### config.mk
export PLATFORM = sky130hd
export DESIGN_NAME = memory_access_flat
export DESIGN_NICKNAME = d
export VERILOG_FILES = /design/src/rtl/memory_access_pkg.sv /design/src/rtl/memory_access_if.sv /design/src/rtl/memory_access.sv /design/src/flat_wrapper.sv
export SDC_FILE = /design/constraint.sdc
export NUM_CORES = 1
export LEC_CHECK = 0
export BUFFER_PORTS_ARGS = -buffer_cell sky130_fd_sc_hd__buf_2
export CORE_AREA = 4 4 121 123
export DETAILED_ROUTE_END_ITERATION = 8
export DIE_AREA = 0 0 125 127
export GPL_TIMING_DRIVEN = 0
export MAX_ROUTING_LAYER = met4
export PLACE_DENSITY_LB_ADDON = 0.12
export SLEW_MARGIN = 20
export SYNTH_ARGS = -nofsm -noshare
export SYNTH_HDL_FRONTEND = slang
export SYNTH_SLANG_ARGS = --single-unit
### constraint.sdc
create_clock -name clk -period 2.4 [get_ports clk]
set_input_delay 0.24 -clock clk [delete_from_list [all_inputs] [get_ports clk]]
set_output_delay 0.24 -clock clk [all_outputs]
set_load 0.02 [all_outputs]
### src/rtl/memory_access_pkg.sv
// Shared types for the memory stage: FSM states, MEM/WB bundle, helpers.
// No ports; imported by the memory stage files.
package memory_access_pkg;

   typedef enum logic {
      MEM_ST_IDLE = 1'b0,
      MEM_ST_WAIT = 1'b1
   } mem_state_e;

   localparam int CNT_W = 8;

   typedef struct packed {
      logic [31:0] alu_result;
      logic [31:0] mem_data;
      logic [4:0]  reg_dst;
      logic        mem_to_reg;
      logic        reg_wr_en;
   } mem_wb_t;

   function automatic logic is_misaligned(
      input logic [31:0] addr
   );
      return addr[1:0] != 2'b00;
   endfunction

endpackage

### src/rtl/memory_access_if.sv
// Data-memory request/ready bus between the memory stage and data memory.
// master: req/we/addr/wdata out, ready/rdata in; slave: the reverse.
interface memory_access_if;

   logic        o_dmem_req;
   logic        o_dmem_we;
   logic [31:0] o_dmem_addr;
   logic [31:0] o_dmem_wdata;
   logic        i_dmem_ready;
   logic [31:0] i_dmem_rdata;

   modport master (
      output o_dmem_req,
      output o_dmem_we,
      output o_dmem_addr,
      output o_dmem_wdata,
      input  i_dmem_ready,
      input  i_dmem_rdata
   );

   modport slave (
      input  o_dmem_req,
      input  o_dmem_we,
      input  o_dmem_addr,
      input  o_dmem_wdata,
      output i_dmem_ready,
      output i_dmem_rdata
   );

endinterface

### src/rtl/memory_access.sv
// RV32I memory stage: branch resolve, word load/store with bounded wait,
// MEM/WB register. Ports: EX/MEM inputs, dmem bus, stall, MEM/WB, errors.
module memory_access
   import memory_access_pkg::*;
#(
   parameter int unsigned MAX_WAIT = 15
) (
   input  logic                  clk,
   input  logic                  reset,
   input  logic [31:0]           i_pipe_AluResult,
   input  logic [31:0]           i_pipe_Reg2Data,
   input  logic [31:0]           i_pipe_TargetAddr,
   input  logic                  i_pipe_Zero,
   input  logic [4:0]            i_pipe_RegDst,
   input  logic                  i_pipe_MemToReg,
   input  logic                  i_pipe_RegWrEn,
   input  logic                  i_pipe_MemWrEn,
   input  logic                  i_pipe_Branch,
   input  logic                  i_pipe_Jump,
   output logic                  o_pipe_stall,
   output logic                  o_PcSrc,
   output logic [31:0]           o_TargetAddr,
   memory_access_if.master       dmem,
   output logic [31:0]           o_pipe_AluResult,
   output logic [31:0]           o_pipe_MemData,
   output logic [4:0]            o_pipe_RegDst,
   output logic                  o_pipe_MemToReg,
   output logic                  o_pipe_RegWrEn,
   output logic                  o_MisalignErr,
   output logic                  o_BusErr
);

   mem_state_e       state;
   logic [CNT_W-1:0] wait_cnt;
   mem_wb_t          mem_wb;

   logic mem_op;
   logic misalign;
   logic in_wait;
   logic req;
   logic abort;
   logic done;
   logic c_misalign;

   assign mem_op   = i_pipe_MemToReg | i_pipe_MemWrEn;
   assign misalign = is_misaligned(i_pipe_AluResult);
   assign in_wait  = (state == MEM_ST_WAIT);

   // Reset kills the request immediately, dropping any access in flight.
   always_comb begin
      req = 1'b0;
      if (reset) begin
         req = in_wait | (mem_op & ~misalign);
      end
   end

   assign abort = in_wait & ~dmem.i_dmem_ready
                & (wait_cnt == CNT_W'(MAX_WAIT - 1));
   assign done  = req & dmem.i_dmem_ready;
   assign c_misalign = ~in_wait & mem_op & misalign;

   assign o_pipe_stall = req & ~dmem.i_dmem_ready & ~abort;

   assign o_PcSrc      = (i_pipe_Branch & i_pipe_Zero) | i_pipe_Jump;
   assign o_TargetAddr = i_pipe_TargetAddr;

   assign dmem.o_dmem_req   = req;
   assign dmem.o_dmem_we    = i_pipe_MemWrEn;
   assign dmem.o_dmem_addr  = i_pipe_AluResult;
   assign dmem.o_dmem_wdata = i_pipe_Reg2Data;

   always_ff @(posedge clk) begin
      if (!reset) begin
         state         <= MEM_ST_IDLE;
         wait_cnt      <= '0;
         mem_wb        <= '0;
         o_MisalignErr <= 1'b0;
         o_BusErr      <= 1'b0;
      end else begin
         o_MisalignErr       <= 1'b0;
         o_BusErr            <= 1'b0;
         mem_wb.alu_result   <= i_pipe_AluResult;
         mem_wb.mem_data     <= '0;
         mem_wb.reg_dst      <= i_pipe_RegDst;
         mem_wb.mem_to_reg   <= i_pipe_MemToReg;
         mem_wb.reg_wr_en    <= i_pipe_RegWrEn;
         unique case (1'b1)
            c_misalign: begin
               mem_wb.reg_wr_en <= 1'b0;
               o_MisalignErr    <= 1'b1;
            end
            done: begin
               if (i_pipe_MemToReg) begin
                  mem_wb.mem_data <= dmem.i_dmem_rdata;
               end
               state <= MEM_ST_IDLE;
            end
            abort: begin
               mem_wb.reg_wr_en <= 1'b0;
               o_BusErr         <= 1'b1;
               state            <= MEM_ST_IDLE;
            end
            o_pipe_stall: begin
               // Bubble into write-back while the access is pending.
               mem_wb.reg_wr_en  <= 1'b0;
               mem_wb.mem_to_reg <= 1'b0;
               if (in_wait) begin
                  wait_cnt <= wait_cnt + 1'b1;
               end else begin
                  wait_cnt <= '0;
                  state    <= MEM_ST_WAIT;
               end
            end
            default: begin
            end
         endcase
      end
   end

   assign o_pipe_AluResult = mem_wb.alu_result;
   assign o_pipe_MemData   = mem_wb.mem_data;
   assign o_pipe_RegDst    = mem_wb.reg_dst;
   assign o_pipe_MemToReg  = mem_wb.mem_to_reg;
   assign o_pipe_RegWrEn   = mem_wb.reg_wr_en;

endmodule
### src/flat_wrapper.sv
// flat-port wrapper written by rule: the top's interface ports become plain ports
module memory_access_flat import memory_access_pkg::*;
#(
   parameter int unsigned MAX_WAIT = 15
)
  (clk, reset, i_pipe_AluResult, i_pipe_Reg2Data, i_pipe_TargetAddr, i_pipe_Zero, i_pipe_RegDst, i_pipe_MemToReg, i_pipe_RegWrEn, i_pipe_MemWrEn, i_pipe_Branch, i_pipe_Jump, o_pipe_stall, o_PcSrc, o_TargetAddr, o_pipe_AluResult, o_pipe_MemData, o_pipe_RegDst, o_pipe_MemToReg, o_pipe_RegWrEn, o_MisalignErr, o_BusErr, dmem_o_dmem_req, dmem_o_dmem_we, dmem_o_dmem_addr, dmem_o_dmem_wdata, dmem_i_dmem_ready, dmem_i_dmem_rdata);
  memory_access_if dmem_i ();
  input  logic clk;
  input  logic reset;
  input  logic [31:0] i_pipe_AluResult;
  input  logic [31:0] i_pipe_Reg2Data;
  input  logic [31:0] i_pipe_TargetAddr;
  input  logic i_pipe_Zero;
  input  logic [4:0] i_pipe_RegDst;
  input  logic i_pipe_MemToReg;
  input  logic i_pipe_RegWrEn;
  input  logic i_pipe_MemWrEn;
  input  logic i_pipe_Branch;
  input  logic i_pipe_Jump;
  output logic o_pipe_stall;
  output logic o_PcSrc;
  output logic [31:0] o_TargetAddr;
  output logic [31:0] o_pipe_AluResult;
  output logic [31:0] o_pipe_MemData;
  output logic [4:0] o_pipe_RegDst;
  output logic o_pipe_MemToReg;
  output logic o_pipe_RegWrEn;
  output logic o_MisalignErr;
  output logic o_BusErr;
  output wire logic [$bits(dmem_i.o_dmem_req)-1:0] dmem_o_dmem_req;
  output wire logic [$bits(dmem_i.o_dmem_we)-1:0] dmem_o_dmem_we;
  output wire logic [$bits(dmem_i.o_dmem_addr)-1:0] dmem_o_dmem_addr;
  output wire logic [$bits(dmem_i.o_dmem_wdata)-1:0] dmem_o_dmem_wdata;
  input wire logic [$bits(dmem_i.i_dmem_ready)-1:0] dmem_i_dmem_ready;
  input wire logic [$bits(dmem_i.i_dmem_rdata)-1:0] dmem_i_dmem_rdata;
  assign dmem_o_dmem_req = dmem_i.o_dmem_req;
  assign dmem_o_dmem_we = dmem_i.o_dmem_we;
  assign dmem_o_dmem_addr = dmem_i.o_dmem_addr;
  assign dmem_o_dmem_wdata = dmem_i.o_dmem_wdata;
  assign dmem_i.i_dmem_ready = dmem_i_dmem_ready;
  assign dmem_i.i_dmem_rdata = dmem_i_dmem_rdata;
  memory_access #(.MAX_WAIT(MAX_WAIT)) u_core (.clk(clk), .reset(reset), .i_pipe_AluResult(i_pipe_AluResult), .i_pipe_Reg2Data(i_pipe_Reg2Data), .i_pipe_TargetAddr(i_pipe_TargetAddr), .i_pipe_Zero(i_pipe_Zero), .i_pipe_RegDst(i_pipe_RegDst), .i_pipe_MemToReg(i_pipe_MemToReg), .i_pipe_RegWrEn(i_pipe_RegWrEn), .i_pipe_MemWrEn(i_pipe_MemWrEn), .i_pipe_Branch(i_pipe_Branch), .i_pipe_Jump(i_pipe_Jump), .o_pipe_stall(o_pipe_stall), .o_PcSrc(o_PcSrc), .o_TargetAddr(o_TargetAddr), .dmem(dmem_i), .o_pipe_AluResult(o_pipe_AluResult), .o_pipe_MemData(o_pipe_MemData), .o_pipe_RegDst(o_pipe_RegDst), .o_pipe_MemToReg(o_pipe_MemToReg), .o_pipe_RegWrEn(o_pipe_RegWrEn), .o_MisalignErr(o_MisalignErr), .o_BusErr(o_BusErr));
endmodule
==> impl_results.md <==
* Slew Limit Fails at 0
* Reg-to-reg slack, setup at 0.56 ns
* Max Cap Viol at 0
* Slew @ Worst Pin at 0.410 ns
* Clock Latency Late Sink at 0.33 ns
* Worst-path clk slew at 0.07 ns
* Drt pass-1 iters at 4
* RSZ-0062 raised after global routing: no
* Post-Synth Simple-Gate Area at 20.5%
* Crit path DAT at 1.75 ns
* Gr usage total at 12.0%
* Std cell rows at 43
* Final core utilization at 37.2%
* Worst path slowest cell: nor4_1
* Asr flop ratio synth at 0%
* Count of final setup violators at 0
* Post-Synth Adder-Cell Area at 0.773%
* CP required at 2.16 ns
* Final GP Congestion at 0.798
* Most common cell after layout, fill and taps aside: buf_2
* Critical path type: reg -> out
* Post-CTS sizing at 0
* Largest net degree at the start of global routing at 16
* Multi-input gate area at 810 sq um
* Achievable Freq at 502 MHz
* Synth Cell Area at 3240 sq um
* Die Span X at 125 microns
* CP Max Fanout at 10
* First-pass GRT wire length at 14,700 microns
* Die H at 127 microns
* Starting Density at 23.7%
* TritonCTS clock tree: done
* Yosys reg bits at 82
* Clock Tree Buf Depth at 2
* Status: finished clean
* Nets at 722
* Commonest cells after routing, fill and taps aside: buf_2 (249), buf_4 (98), dfxtp_1 (82)
* Avg Cell Area, Syn at 10.2 sq um
* Post-synthesis mux area share at 0.309%
* Number of clock sinks at 82
* Post-Syn Instances at 318
* Critical-path cell list: nor4_1 > nand4_1 > nand3_2 > inv_1 > buf_2
* # fillers at 1,440
* LEAKAGE at 2.74 nW
* Port Buffer Count at 249
* HP Class: in -> reg
* # hold bufs at CTS at 0
* Post-synth EDFFs at 0
* Worst VDD drop at 0.302 mV
* Total number of vias at 2,885
* Tmin final at 1.99 ns
* Global route overflow at 0
* Vias in the first global route at 2,929
* H-tree levels at 3
* Setup slack at placement at 0.539 ns
* Primary FF master, synth: dfxtp_1
* Residual DRC at 0
* Share of the clock period used by the worst path at 83.0%
* Seq. cell area at 1640 sq um
* PwrDens at 717 nW/um^2
* Initial antenna violation count at 0
* Antenna Cells at 0
* DR iter-0 viols at 67
* Routed WL at 9690 microns
* Compound-cell area share of the yosys netlist at 3.40%
* Routed len/inst at 12.7 microns
* Synthesized Nets at 462
* P&R area growth vs syn at 57.0%
* Routed Antenna Nets at 0
* Synth Area in XOR/XNOR at 0%
* Post-CTS setup repair buffer count at 0
* Vias per inst at 3.78
* Sequential-to-total area share from yosys stat at 50.7%
* Fin worst setup slack at 0.409 ns
* Ys Warns at 0
* Worst setup EP type: primary output
* Worst rel slew slack at 72.7%
* HPWL Detailed at 8280 microns
* Core ar. at 13,700 sq um
* Io pins at 315
* Root buffer cell: clkbuf_16
* Hold Fails Final Rpt at 0
* Die ar. at 15,900 sq um
* Slowest stage delay, CP at 0.36 ns
* Startpoint Class: flop
* Setup TNS at 0 ns
* Layout Skew at 0.00546 ns
* Post-placement cell area at 4710 sq um
* Layout cells sized above 1 at 63.6%
* Synth unique cells at 33
* CTS Buf Count at 9
* Largest family of logic cells by synthesized area: buffers and inverters
* Fin area at 5080 sq um
==> cells by family after synthesis <==
| kind of cell | after synthesis |
|---|---|
| adders and majority gates | 2 |
| muxes | 1 |
| and+or+nand+nor | 108 |
| AOI/OAI and AO/OA | 14 |
| buffers and inverters | 111 |
| DFF | 82 |
==> final cells by class <==
type,instances,share of cell area [%]
Tap cell,180,4.43
Timing Repair Buffer,249,24.5
Buffer,106,15.1
Multi-Input combinational cell,125,15.9
Sequential cell,82,32.3
Clock buffer,9,4.43
Inverter,5,0.369
Clock inverter,7,2.93
==> path summary, 6_finish.rpt <==
path,startpoint,end,cells after the start
max reg2reg,u_core.wait_cnt[0],u_core.wait_cnt[3],6
min reg2reg,u_core.wait_cnt[3],u_core.wait_cnt[3],2
min,dmem_i_dmem_rdata[10],u_core.o_pipe_MemData[10],2
max,u_core.wait_cnt[4],o_pipe_stall,5
==> where the power goes <==
part / switching (mW) / internal, mW
logic: 0.295 / 0.254
clock network: 0.546 / 1.13
registers: 0.00905 / 1.40
==> cell usage after synthesis, drive strengths merged (2+ instances only) <==
library cell | count | area [sq um]
nor4 | 3 | 18.8
a21oi | 2 | 10.0
nor2 | 5 | 21.3
a31oi | 3 | 18.8
ha | 2 | 25.0
buf | 98 | 736
o21ai | 2 | 10.0
nand3b | 2 | 15.0
and3 | 3 | 18.8
and2 | 71 | 447
clkbuf | 8 | 30.0
o31ai | 2 | 28.8
nand4 | 4 | 25.0
nand3 | 6 | 35.0
dfxtp | 82 | 1640
nor3 | 2 | 10.0
inv | 5 | 18.8
and4 | 2 | 21.3
o311ai | 2 | 17.5
nand2 | 6 | 22.5
or3 | 2 | 12.5
==> flip-flops by register name (all words and copies together), names as in the netlist <==
signal,cells
u_core.o_pipe_MemData,32
u_core.o_pipe_AluResult,32
u_core.o_pipe_MemToReg,1
u_core.wait_cnt,8
u_core.in_wait,1
u_core.o_pipe_RegDst,5
u_core.o_pipe_RegWrEn,1
u_core.o_BusErr,1
u_core.o_MisalignErr,1
==> layer usage <==
layer	GRT usage [%]	up-vias	share of wire, %
li1	-	1440	-
met1	11.7	1251	34
met2	22.7	185	55
met3	3.34	9	9.5
met4	4.40	0	1.3
met5	-	-	0
==> metrics by stage <==
stage	power, mW	cells	hold slack [ns]
after global routing	3.80	763	0.0977
final	3.64	763	0.101
after CTS	3.71	763	0.0885
after detailed placement	2.00	747	0.443
after floorplan	1.79	318	0.319
after global placement	2.00	747	0.441
==> worst max-delay path: cells and delay by family, from the launching register on <==
kind	cells	cell delay, ns
simple gates	3	0.83
flops	1	0.35
buf+inv	2	0.25
No activity file was read; power rests on OpenSTA's default activity.
